$ cat src/rtl/seg_scan_pkg.sv
// seg_scan_pkg: shared definitions for the multiplexed seven-segment scanner.
//   BLANK_CODE_DEFAULT : all-segments-off code (segments are active low)
//   seg_code_e         : active-low codes for digits 0-9 and blank (dp off)
//   onehot()           : index to one-hot select vector (up to 32 digits)
`timescale 1ns/1ps
package seg_scan_pkg;

  localparam logic [7:0] BLANK_CODE_DEFAULT = 8'hFF;

  // Bit order {dp,g,f,e,d,c,b,a}, low = lit.
  typedef enum logic [7:0] {
    SEG_0     = 8'hC0,
    SEG_1     = 8'hF9,
    SEG_2     = 8'hA4,
    SEG_3     = 8'hB0,
    SEG_4     = 8'h99,
    SEG_5     = 8'h92,
    SEG_6     = 8'h82,
    SEG_7     = 8'hF8,
    SEG_8     = 8'h80,
    SEG_9     = 8'h90,
    SEG_BLANK = 8'hFF
  } seg_code_e;

  // Out-of-range indices give an all-zero select rather than wrapping.
  function automatic logic [31:0] onehot(input logic [31:0] n);
    if (n < 32'd32) begin
      onehot = 32'd1 << n[4:0];
    end else begin
      onehot = 32'd0;
    end
  endfunction

endpackage

$ cat src/rtl/seg_scan_mux_if.sv
// seg_scan_mux_if: display-data and pin bundle of the segment scanner.
//   page_sel    : requested display page
//   page_data   : page p digit i code at [(p*DIGITS+i)*SEG_W +: SEG_W]
//   blink_mask  : per-digit blink enable
//   out_data    : segment bus towards the pins
//   c_pin       : one-hot digit select, active high
//   frame_start : one-cycle pulse at the start of each digit-0 slot
// master = data source (score/counter logic), slave = scanner.
`timescale 1ns/1ps
interface seg_scan_mux_if #(
  parameter int DIGITS = 6,
  parameter int SEG_W  = 8,
  parameter int PAGES  = 2
);
  localparam int PW = (PAGES > 1) ? $clog2(PAGES) : 1;

  logic [PW-1:0]                 page_sel;
  logic [PAGES*DIGITS*SEG_W-1:0] page_data;
  logic [DIGITS-1:0]             blink_mask;
  logic [SEG_W-1:0]              out_data;
  logic [DIGITS-1:0]             c_pin;
  logic                          frame_start;

  modport master (
    output page_sel, page_data, blink_mask,
    input  out_data, c_pin, frame_start
  );

  modport slave (
    input  page_sel, page_data, blink_mask,
    output out_data, c_pin, frame_start
  );
endinterface

$ cat src/rtl/scan_prescaler.sv
// scan_prescaler: free-running 0..DIV-1 counter with a wrap indication.
//   clock : rising-edge clock
//   rst_n : synchronous active-low reset (count returns to 0)
//   cnt   : current count
//   wrap  : high during the last count (DIV-1); the counter returns to 0 on
//           the following edge
`timescale 1ns/1ps
module scan_prescaler #(
  parameter  int DIV = 4,
  localparam int CW  = (DIV > 1) ? $clog2(DIV) : 1
) (
  input  logic          clock,
  input  logic          rst_n,
  output logic [CW-1:0] cnt,
  output logic          wrap
);

  logic [CW-1:0] cnt_r;

  assign wrap = (cnt_r == CW'(DIV - 1));
  assign cnt  = cnt_r;

  // Count register with wrap back to zero.
  always_ff @(posedge clock) begin
    if (!rst_n) begin
      cnt_r <= {CW{1'b0}};
    end else if (wrap) begin
      cnt_r <= {CW{1'b0}};
    end else begin
      cnt_r <= cnt_r + CW'(1'b1);
    end
  end

endmodule

$ cat src/rtl/seg_scan_mux.sv
// seg_scan_mux: time-multiplexes DIGITS segment codes from one of PAGES pages
// onto a shared segment bus with one-hot digit select, dead time, page
// switching at frame boundaries and per-digit blinking.
//   clock : rising-edge clock
//   rst_n : synchronous active-low reset
//   bus   : seg_scan_mux_if slave (page_sel, page_data, blink_mask in;
//           out_data, c_pin, frame_start out, all registered)
// The interface instance must carry the same DIGITS/SEG_W/PAGES values.
`timescale 1ns/1ps
module seg_scan_mux
  import seg_scan_pkg::*;
#(
  parameter int               DIGITS       = 6,
  parameter int               SEG_W        = 8,
  parameter int               PAGES        = 2,
  parameter int               SCAN_DIV     = 50000,
  parameter int               DEAD         = 1,
  parameter int               BLINK_FRAMES = 64,
  parameter logic [SEG_W-1:0] BLANK_CODE   = SEG_W'(BLANK_CODE_DEFAULT)
) (
  input  logic           clock,
  input  logic           rst_n,
  seg_scan_mux_if.slave  bus
);

  localparam int PW = (PAGES > 1) ? $clog2(PAGES) : 1;
  localparam int IW = $clog2(DIGITS);
  localparam int CW = (SCAN_DIV > 1) ? $clog2(SCAN_DIV) : 1;
  localparam int FW = (BLINK_FRAMES > 1) ? $clog2(BLINK_FRAMES) : 1;

  logic [CW-1:0]     cnt_s;
  logic              slot_wrap_s;
  logic              last_digit_s;
  logic              page_ok_s;
  logic              dead_s;
  logic [SEG_W-1:0]  code_s;
  logic [SEG_W-1:0]  out_nx_s;
  logic [DIGITS-1:0] c_pin_nx_s;
  logic              fs_nx_s;

  logic [IW-1:0]     idx_r;
  logic [PW-1:0]     pg_r;
  logic [FW-1:0]     fc_r;
  logic              blink_ph_r;
  logic [SEG_W-1:0]  out_r;
  logic [DIGITS-1:0] c_pin_r;
  logic              fs_r;

  scan_prescaler #(.DIV(SCAN_DIV)) u_slot (
    .clock (clock),
    .rst_n (rst_n),
    .cnt   (cnt_s),
    .wrap  (slot_wrap_s)
  );

  assign last_digit_s = (idx_r == IW'(DIGITS - 1));
  // Out-of-range page requests are ignored, keeping the current page.
  assign page_ok_s    = (32'(bus.page_sel) < 32'(PAGES));

  generate
    if (DEAD == 0) begin : g_no_dead
      assign dead_s = 1'b0;
    end else begin : g_dead
      assign dead_s = (cnt_s < CW'(DEAD));
    end
  endgenerate

  // Digit index, frame-aligned page latch and blink frame counter.
  always_ff @(posedge clock) begin
    if (!rst_n) begin
      idx_r      <= {IW{1'b0}};
      pg_r       <= {PW{1'b0}};
      fc_r       <= {FW{1'b0}};
      blink_ph_r <= 1'b0;
    end else if (slot_wrap_s) begin
      if (last_digit_s) begin
        idx_r <= {IW{1'b0}};
        if (page_ok_s) begin
          pg_r <= bus.page_sel;
        end
        if (fc_r == FW'(BLINK_FRAMES - 1)) begin
          fc_r       <= {FW{1'b0}};
          blink_ph_r <= ~blink_ph_r;
        end else begin
          fc_r <= fc_r + FW'(1'b1);
        end
      end else begin
        idx_r <= idx_r + IW'(1'b1);
      end
    end
  end

  // Live selection of the code for the active page and digit.
  always_comb begin
    code_s = BLANK_CODE;
    for (int p = 0; p < PAGES; p++) begin
      for (int i = 0; i < DIGITS; i++) begin
        if ((pg_r == PW'(p)) && (idx_r == IW'(i))) begin
          code_s = bus.page_data[(p*DIGITS+i)*SEG_W +: SEG_W];
        end else begin
          code_s = code_s;
        end
      end
    end
  end

  // Next pin values: dead time, then the selected digit or blink blanking.
  always_comb begin
    out_nx_s   = BLANK_CODE;
    c_pin_nx_s = {DIGITS{1'b0}};
    fs_nx_s    = (idx_r == {IW{1'b0}}) && (cnt_s == {CW{1'b0}});
    if (dead_s) begin
      out_nx_s   = BLANK_CODE;
      c_pin_nx_s = {DIGITS{1'b0}};
    end else begin
      c_pin_nx_s = DIGITS'(onehot(32'(idx_r)));
      if (bus.blink_mask[idx_r] && blink_ph_r) begin
        out_nx_s = BLANK_CODE;
      end else begin
        out_nx_s = code_s;
      end
    end
  end

  // Output pin registers.
  always_ff @(posedge clock) begin
    if (!rst_n) begin
      out_r   <= BLANK_CODE;
      c_pin_r <= {DIGITS{1'b0}};
      fs_r    <= 1'b0;
    end else begin
      out_r   <= out_nx_s;
      c_pin_r <= c_pin_nx_s;
      fs_r    <= fs_nx_s;
    end
  end

  assign bus.out_data    = out_r;
  assign bus.c_pin       = c_pin_r;
  assign bus.frame_start = fs_r;

endmodule

$ cat src/flat_wrapper.sv
// flat-port wrapper written by rule: the top's interface ports become plain ports
module seg_scan_mux_flat import seg_scan_pkg::*;
#(
  parameter int               DIGITS       = 6,
  parameter int               SEG_W        = 8,
  parameter int               PAGES        = 2,
  parameter int               SCAN_DIV     = 50000,
  parameter int               DEAD         = 1,
  parameter int               BLINK_FRAMES = 64,
  parameter logic [SEG_W-1:0] BLANK_CODE   = SEG_W'(BLANK_CODE_DEFAULT)
)
  (clock, rst_n, bus_page_sel, bus_page_data, bus_blink_mask, bus_out_data, bus_c_pin, bus_frame_start);
  seg_scan_mux_if #(.DIGITS(DIGITS), .SEG_W(SEG_W), .PAGES(PAGES)) bus_i ();
  input  logic clock;
  input  logic rst_n;
  input wire logic [$bits(bus_i.page_sel)-1:0] bus_page_sel;
  input wire logic [$bits(bus_i.page_data)-1:0] bus_page_data;
  input wire logic [$bits(bus_i.blink_mask)-1:0] bus_blink_mask;
  output wire logic [$bits(bus_i.out_data)-1:0] bus_out_data;
  output wire logic [$bits(bus_i.c_pin)-1:0] bus_c_pin;
  output wire logic [$bits(bus_i.frame_start)-1:0] bus_frame_start;
  assign bus_i.page_sel = bus_page_sel;
  assign bus_i.page_data = bus_page_data;
  assign bus_i.blink_mask = bus_blink_mask;
  assign bus_out_data = bus_i.out_data;
  assign bus_c_pin = bus_i.c_pin;
  assign bus_frame_start = bus_i.frame_start;
  seg_scan_mux #(.DIGITS(DIGITS), .SEG_W(SEG_W), .PAGES(PAGES), .SCAN_DIV(SCAN_DIV), .DEAD(DEAD), .BLINK_FRAMES(BLINK_FRAMES), .BLANK_CODE(BLANK_CODE)) u_core (.clock(clock), .rst_n(rst_n), .bus(bus_i));
endmodule
$ cat config.mk
export PLATFORM = sky130hd
export DESIGN_NAME = seg_scan_mux_flat
export DESIGN_NICKNAME = d
export VERILOG_FILES = /design/src/rtl/seg_scan_pkg.sv /design/src/rtl/seg_scan_mux_if.sv /design/src/rtl/scan_prescaler.sv /design/src/rtl/seg_scan_mux.sv /design/src/flat_wrapper.sv
export SDC_FILE = /design/constraint.sdc
export NUM_CORES = 1
export LEC_CHECK = 0
export BUFFER_PORTS_ARGS = -buffer_cell sky130_fd_sc_hd__buf_2
export CORE_UTILIZATION = 45
export DETAILED_ROUTE_END_ITERATION = 10
export PLACE_DENSITY = 0.81
export SYNTH_ARGS = -nofsm -noshare
export SYNTH_HDL_FRONTEND = slang
export SYNTH_HIERARCHICAL = 1
export SYNTH_SLANG_ARGS = --single-unit
$ cat constraint.sdc
create_clock -name clock -period 4.44 [get_ports clock]
set_clock_uncertainty 0.15 [all_clocks]
set_input_delay 0.222 -clock clock [delete_from_list [all_inputs] [get_ports clock]]
set_output_delay 0.222 -clock clock [all_outputs]
set_load 0.005 [all_outputs]
* Word level (Yosys, flattened, before mapping) *
Index checks and enable logic that the tools add are counted.
W data, S select, Z words.

word-level totals
  output and inout bits = 15
  register bits = 42
  logic and storage cells = 61
  input port bits = 105

operators by class
  add/subtract/negate cells = 3
  reductions and logical operators = 21
  bitwise logic cells = 3
  equality and inequality tests = 7
  shift-type cells = 1
  order comparisons = 2
  muxes and demuxes = 16

operator list
  kind                     count
  $mux W8                  12
  $add A16 B1 Y16 const B  1
  $eq A16 B16 Y1 const B   1
  $logic_not A16 Y1        1
  $lt A16 B1 Y1 const B    1
  $logic_and A1 B1 Y1      14
  $add A6 B1 Y6 const B    1
  $eq A3 B2 Y1 const B     2
  $eq A3 B3 Y1 const B     2
  $eq A6 B6 Y1 const B     1
  $mux W6                  1
  $shl A1 B3 Y6 const A    1
  $lt A3 B4 Y1 const B     1
  $reduce_or A2 Y1         2
  $add A3 B1 Y3 const B    1
  $bmux W1 S3              1
  $eq A3 B1 Y1 const B     1
  $logic_not A3 Y1         1
  $mux W3                  1
  $not A1 Y1               3
  $reduce_and A3 Y1        1
  $reduce_or A3 Y1         1
  $reduce_and A2 Y1        1
  $mux W1                  1

* Depth between registers and ports, before layout *
  depth in word-level cells = 14
  depth in mapped cells = 11
  gate-level depth less buffers = 9

* Hierarchy *
The synthesis kept the hierarchy.

modules (own cells, without submodules)
  module          times used  sequential area each (µm²)  area an instance (µm²)  cells an instance
  seg_scan_mux    1           520.5                       2120.8                  281
  scan_prescaler  1           320.3                       789.5                   79

* Worst setup path before layout *
No wires, ideal clock.

  path kind = reg-to-reg
  from = register u_core.idx_r[0]
  to = register u_core.out_r[0], in the netlist u_core/bus.out_data[0]
  setup time = 136 ps
  clock period less this slack = 2438 ps
  slack = 2002 ps
  data arrival time = 2153 ps
  path buffers = 2
  stages on the path, launching flop included = 10
  data required time = 4154 ps
  cells stage by stage = dfxtp_1 -> buf_2 -> inv_1 -> clkbuf_1 -> nor2_1 -> ha_1 -> or4_4 -> a211o_1 -> a221oi_2 -> o211ai_1

between the ends
  longest elaborated chain between the ends = 14
  elaborated cells on any way between the ends = 34
  classes of those cells = eq/ne: 5; mux: 14; reduce/logical: 15

ends and longest elaborated chain
  what                      RTL line             source
  start: declaration        seg_scan_mux.sv:41   logic [IW-1:0] idx_r;
  start signal: assignment  seg_scan_mux.sv:71   idx_r <= {IW{1'b0}};
  start signal: assignment  seg_scan_mux.sv:77   idx_r <= {IW{1'b0}};
  start signal: assignment  seg_scan_mux.sv:88   idx_r <= idx_r + IW'(1'b1);
  $logic_not A3 Y1          seg_scan_mux.sv:98   if ((pg_r == PW'(p)) && (idx_r == IW'(i))) begin
  $logic_and A1 B1 Y1       seg_scan_mux.sv:98
  $mux W8 (12 in a row)     seg_scan_mux.sv:98
  end signal: assignment    seg_scan_mux.sv:132  out_r <= out_nx_s;
  end: declaration          seg_scan_mux.sv:45   logic [SEG_W-1:0] out_r;

Several ways; a longest one is shown, not always the timed one. The select of a mux whose other input is x is not followed.
A chain may end at the register's enable or synchronous reset.

* Worst setup path after layout *
  from = register u_core.idx_r[0]
  to = register u_core.out_r[2], in the netlist u_core/bus.out_data[2]

The elaborated chain is that of the path after synthesis.

==> summary.md <==
| Metric | Value |
|---|---|
| Peak supply drop | 0.2737 mV |
| Vias | 3,137 |
| Via/cell ratio | 5.788 |
| Post-synth cell types | 64 |
| Avg WL per Cell | 16.00 um |
| Antenna cells | 0 |
| Final worst-path cycle share | 68.49% |
| Placed Area | 3497 sq um |
| Core Area | 6096 sq um |
| Routed Antenna Nets | 0 |
| Ys Warns | 6 |
| Overflow after GRT | 0 |
| Sequential area share after synthesis | 28.89% |
| Slew Limit Fails | 0 |
| # resized after CTS | 0 |
| Most frequent cells in the layout | 119 x buf_2, 42 x dfxtp_1, 36 x nor2_1, 26 x nand2_1, 25 x a21oi_1 |
| Io pins | 120 |
| Setup CP Type | reg2reg |
| Total GRT Usage | 25.92% |
| DRC Markers | 0 |
| Mapped Area | 2910 sq um |
| Antenna violations before repair | 0 |
| Starting Density | 47.74% |
| CP Launch Type | register |
| Drt initial violations | 228 |
| Worst-path maximum fanout | 42 |
| Synthesis-to-finish area growth | 24.72% |
| Share of layout cells above drive strength 1 | 34.48% |
| Power per Cell Area | 220.8 nW/um^2 |
| Vias in the first global route | 2,892 |
| CTS H-Tree Depth | 2 |
| Required time of the critical path | 4.46 ns |
| Type of the most critical hold path | in2reg |
| First-pass GRT wire length | 13,280 um |
| Most common cell after layout, fill and taps aside | buf_2 |
| Multi-input gate area | 1896 sq um |
| Critical path's largest stage delay | 0.40 ns |
| Cell family contributing the most delay on the critical path | buffers and inverters |
| Main synth FF type | dfxtp_1 |
| Worst-path clk slew | 0.09 ns |
| Clock Path Buffers | 2 |
| Pleak | 1.481 nW |
| CTS tree | built |
| Fillcell total | 573 |
| #FFs+latches synth | 42 |
| Synth Net Count | 468 |
| F_max | 328.8 MHz |
| Worst Hold Depth | 3 |
| Final hold viol count | 0 |
| Clock Sinks | 42 |
| Die footprint | 6793 sq um |
| Max cap viols | 0 |
| RSZ-0062 raised after global routing | no |
| TritonCTS buffer count | 5 |
| Site Rows | 28 |
| Stages on the worst setup path | 10 |
| Fin nets | 574 |
| Post-synth EDFFs | 0 |
| Gate Count Post-Synth | 360 |
| Post-CTS Setup Repair Bufs | 0 |
| PortBufs | 119 |
| Skew-Pair Late Insertion Delay | 0.30 ns |
| Drt first pass iters | 4 |
| Status | completed |
| CP Buf/Inv Count | 4 |
| Setup Viol. Count Final | 0 |
| Cell Chain, Critical Path | buf_4, inv_1, nor2_1, ha_1, buf_4, inv_1, o21ai_0, a211oi_1, a221oi_1, o311ai_1 |
| Sequential Area | 840.8 sq um |
| Setup tns final | 0 ns |
| WP data arrival | 3.06 ns |
| Worst Reg2Reg Path Length in Cells | 10 |
| Post-detail-place hpwl | 6512 um |
| Min Tclk post-route | 3.041 ns |
| Avg Cell Area, Syn | 8.084 sq um |
| Power, Total | 0.8015 mW |
| CP endpoint kind | register |
| Fin area | 3630 sq um |
| Async set-reset flop share out of synthesis | 0% |
| Clock Tree Root | clkbuf_8 |
| Die X | 82.42 um |
| Chip height | 82.42 um |
| RePlAce Congestion | 0.9514 |
| Max transition margin | 55.46% |
| Largest net degree at the start of global routing | 43 |
| Routed WL | 8671 um |
| Critical Path Slowest Stage Cell | buf_4 |
| Least-Margin Pin Slew | 0.6682 ns |
==> worst reg2reg max path, delay by kind of cell (launching register included) <==
kind,cells,cell delay (ns)
AND/OR/NAND/NOR,1,0.18
buffers and inverters,4,1.19
AO/OA/AOI/OAI,4,0.69
flip-flops,1,0.31
adder cells (fa/ha/maj),1,0.39
==> worst paths after layout <==
| check | end | from | slack (ns) |
|---|---|---|---|
| worst min-delay path | u_core/bus.out_data[5] | bus_page_data[93] | 0.02 |
| worst max-delay path | u_core/bus.out_data[2] | u_core/idx_r[0] | 1.40 |
| worst max register to register | u_core/bus.out_data[2] | u_core/idx_r[0] | 1.40 |
| worst min register to register | u_core/u_slot/cnt[0] | u_core/u_slot/cnt[0] | 0.34 |
==> area by class of cell <==
type                            instances  area share (%)
Multi-Input combinational cell        281           52.22
Inverter                               11           1.138
Timing Repair Buffer                  125           17.79
Clock inverter                          3           1.206
Sequential cell                        42           23.16
Clock buffer                            5           1.896
Tap cell                               75           2.585
==> logic make-up after synthesis <==
logic type	count (synthesis)	share of synthesized area (%)
compound gates	91	21.20
xor+xnor	21	6.320
fa+ha+maj	3	1.290
buf+inv	37	5.976
flops	42	28.89
mux	14	5.503
simple gates	152	30.83
==> metrics by stage <==
| stage | instances | setup slack (ns) | hold WS, ns | utilization [%] |
|---|---|---|---|---|
| floorplan | 360 | 2.002 | 0.1880 | - |
| global placement | 532 | 1.560 | 0.3046 | 57.37 |
| detailed placement | 532 | 1.459 | 0.2934 | 57.37 |
| CTS | 542 | 1.445 | 0.008434 | 59.54 |
| global route | 542 | 1.136 | 0.02199 | 59.54 |
| finish | 542 | 1.399 | 0.01571 | 59.54 |
==> what timing repair did <==
| item | in CTS | in global routing |
|---|---|---|
| endpoints found under the hold margin | 2 | 0 |
| setup endpoints to repair | 0 | 0 |
| hold buffers | 2 | 0 |
==> report_power, final <==
group          leakage, nW  switching (mW)  internal (mW)
clock network       0.0585           0.145          0.169
logic                 1.08          0.0418         0.0551
registers            0.341         0.00519          0.385
total                 1.48           0.192          0.609
==> flip-flops by register name (all words and copies together), names as in the netlist <==
| name | cells |
|---|---|
| u_core/blink_ph_r | 1 |
| u_core/bus.c_pin | 6 |
| u_core/bus.frame_start | 1 |
| u_core/bus.out_data | 8 |
| u_core/fc_r | 6 |
| u_core/idx_r | 3 |
| u_core/pg_r | 1 |
| u_core/u_slot/cnt | 16 |
==> Yosys cell counts (all sizes together) (4+ instances only) <==
| library cell | n | share of area, % |
|---|---|---|
| a22oi | 8 | 2.1 |
| o311ai | 4 | 1.2 |
| dfxtp | 42 | 29 |
| o211ai | 6 | 1.5 |
| mux2i | 7 | 2.4 |
| nand4 | 9 | 2.9 |
| nor3 | 16 | 2.8 |
| mux2 | 6 | 2.3 |
| nand3 | 8 | 2.0 |
| clkbuf | 7 | 0.90 |
| xnor2 | 15 | 4.5 |
| nand2b | 7 | 1.5 |
| nor2b | 10 | 2.1 |
| buf | 19 | 3.7 |
| xor2 | 6 | 1.8 |
| nor4 | 11 | 3.2 |
| nand2 | 27 | 3.6 |
| inv | 11 | 1.4 |
| a211oi | 4 | 1.0 |
| nor2 | 38 | 5.1 |
| and3 | 4 | 0.86 |
| o22ai | 12 | 2.6 |
| and2 | 4 | 0.86 |
| o21ai | 13 | 2.2 |
| a21oi | 25 | 4.3 |
==> metal layers <==
metal	GRT usage (%)	wire length (um)	up-vias
met1	32.85	3703	1447
met3	5.055	703	10
met4	11.05	96	0
met2	42.56	4167	136
li1	-	-	1544
met5	0	0	-
(Power assumes the default switching activity.)
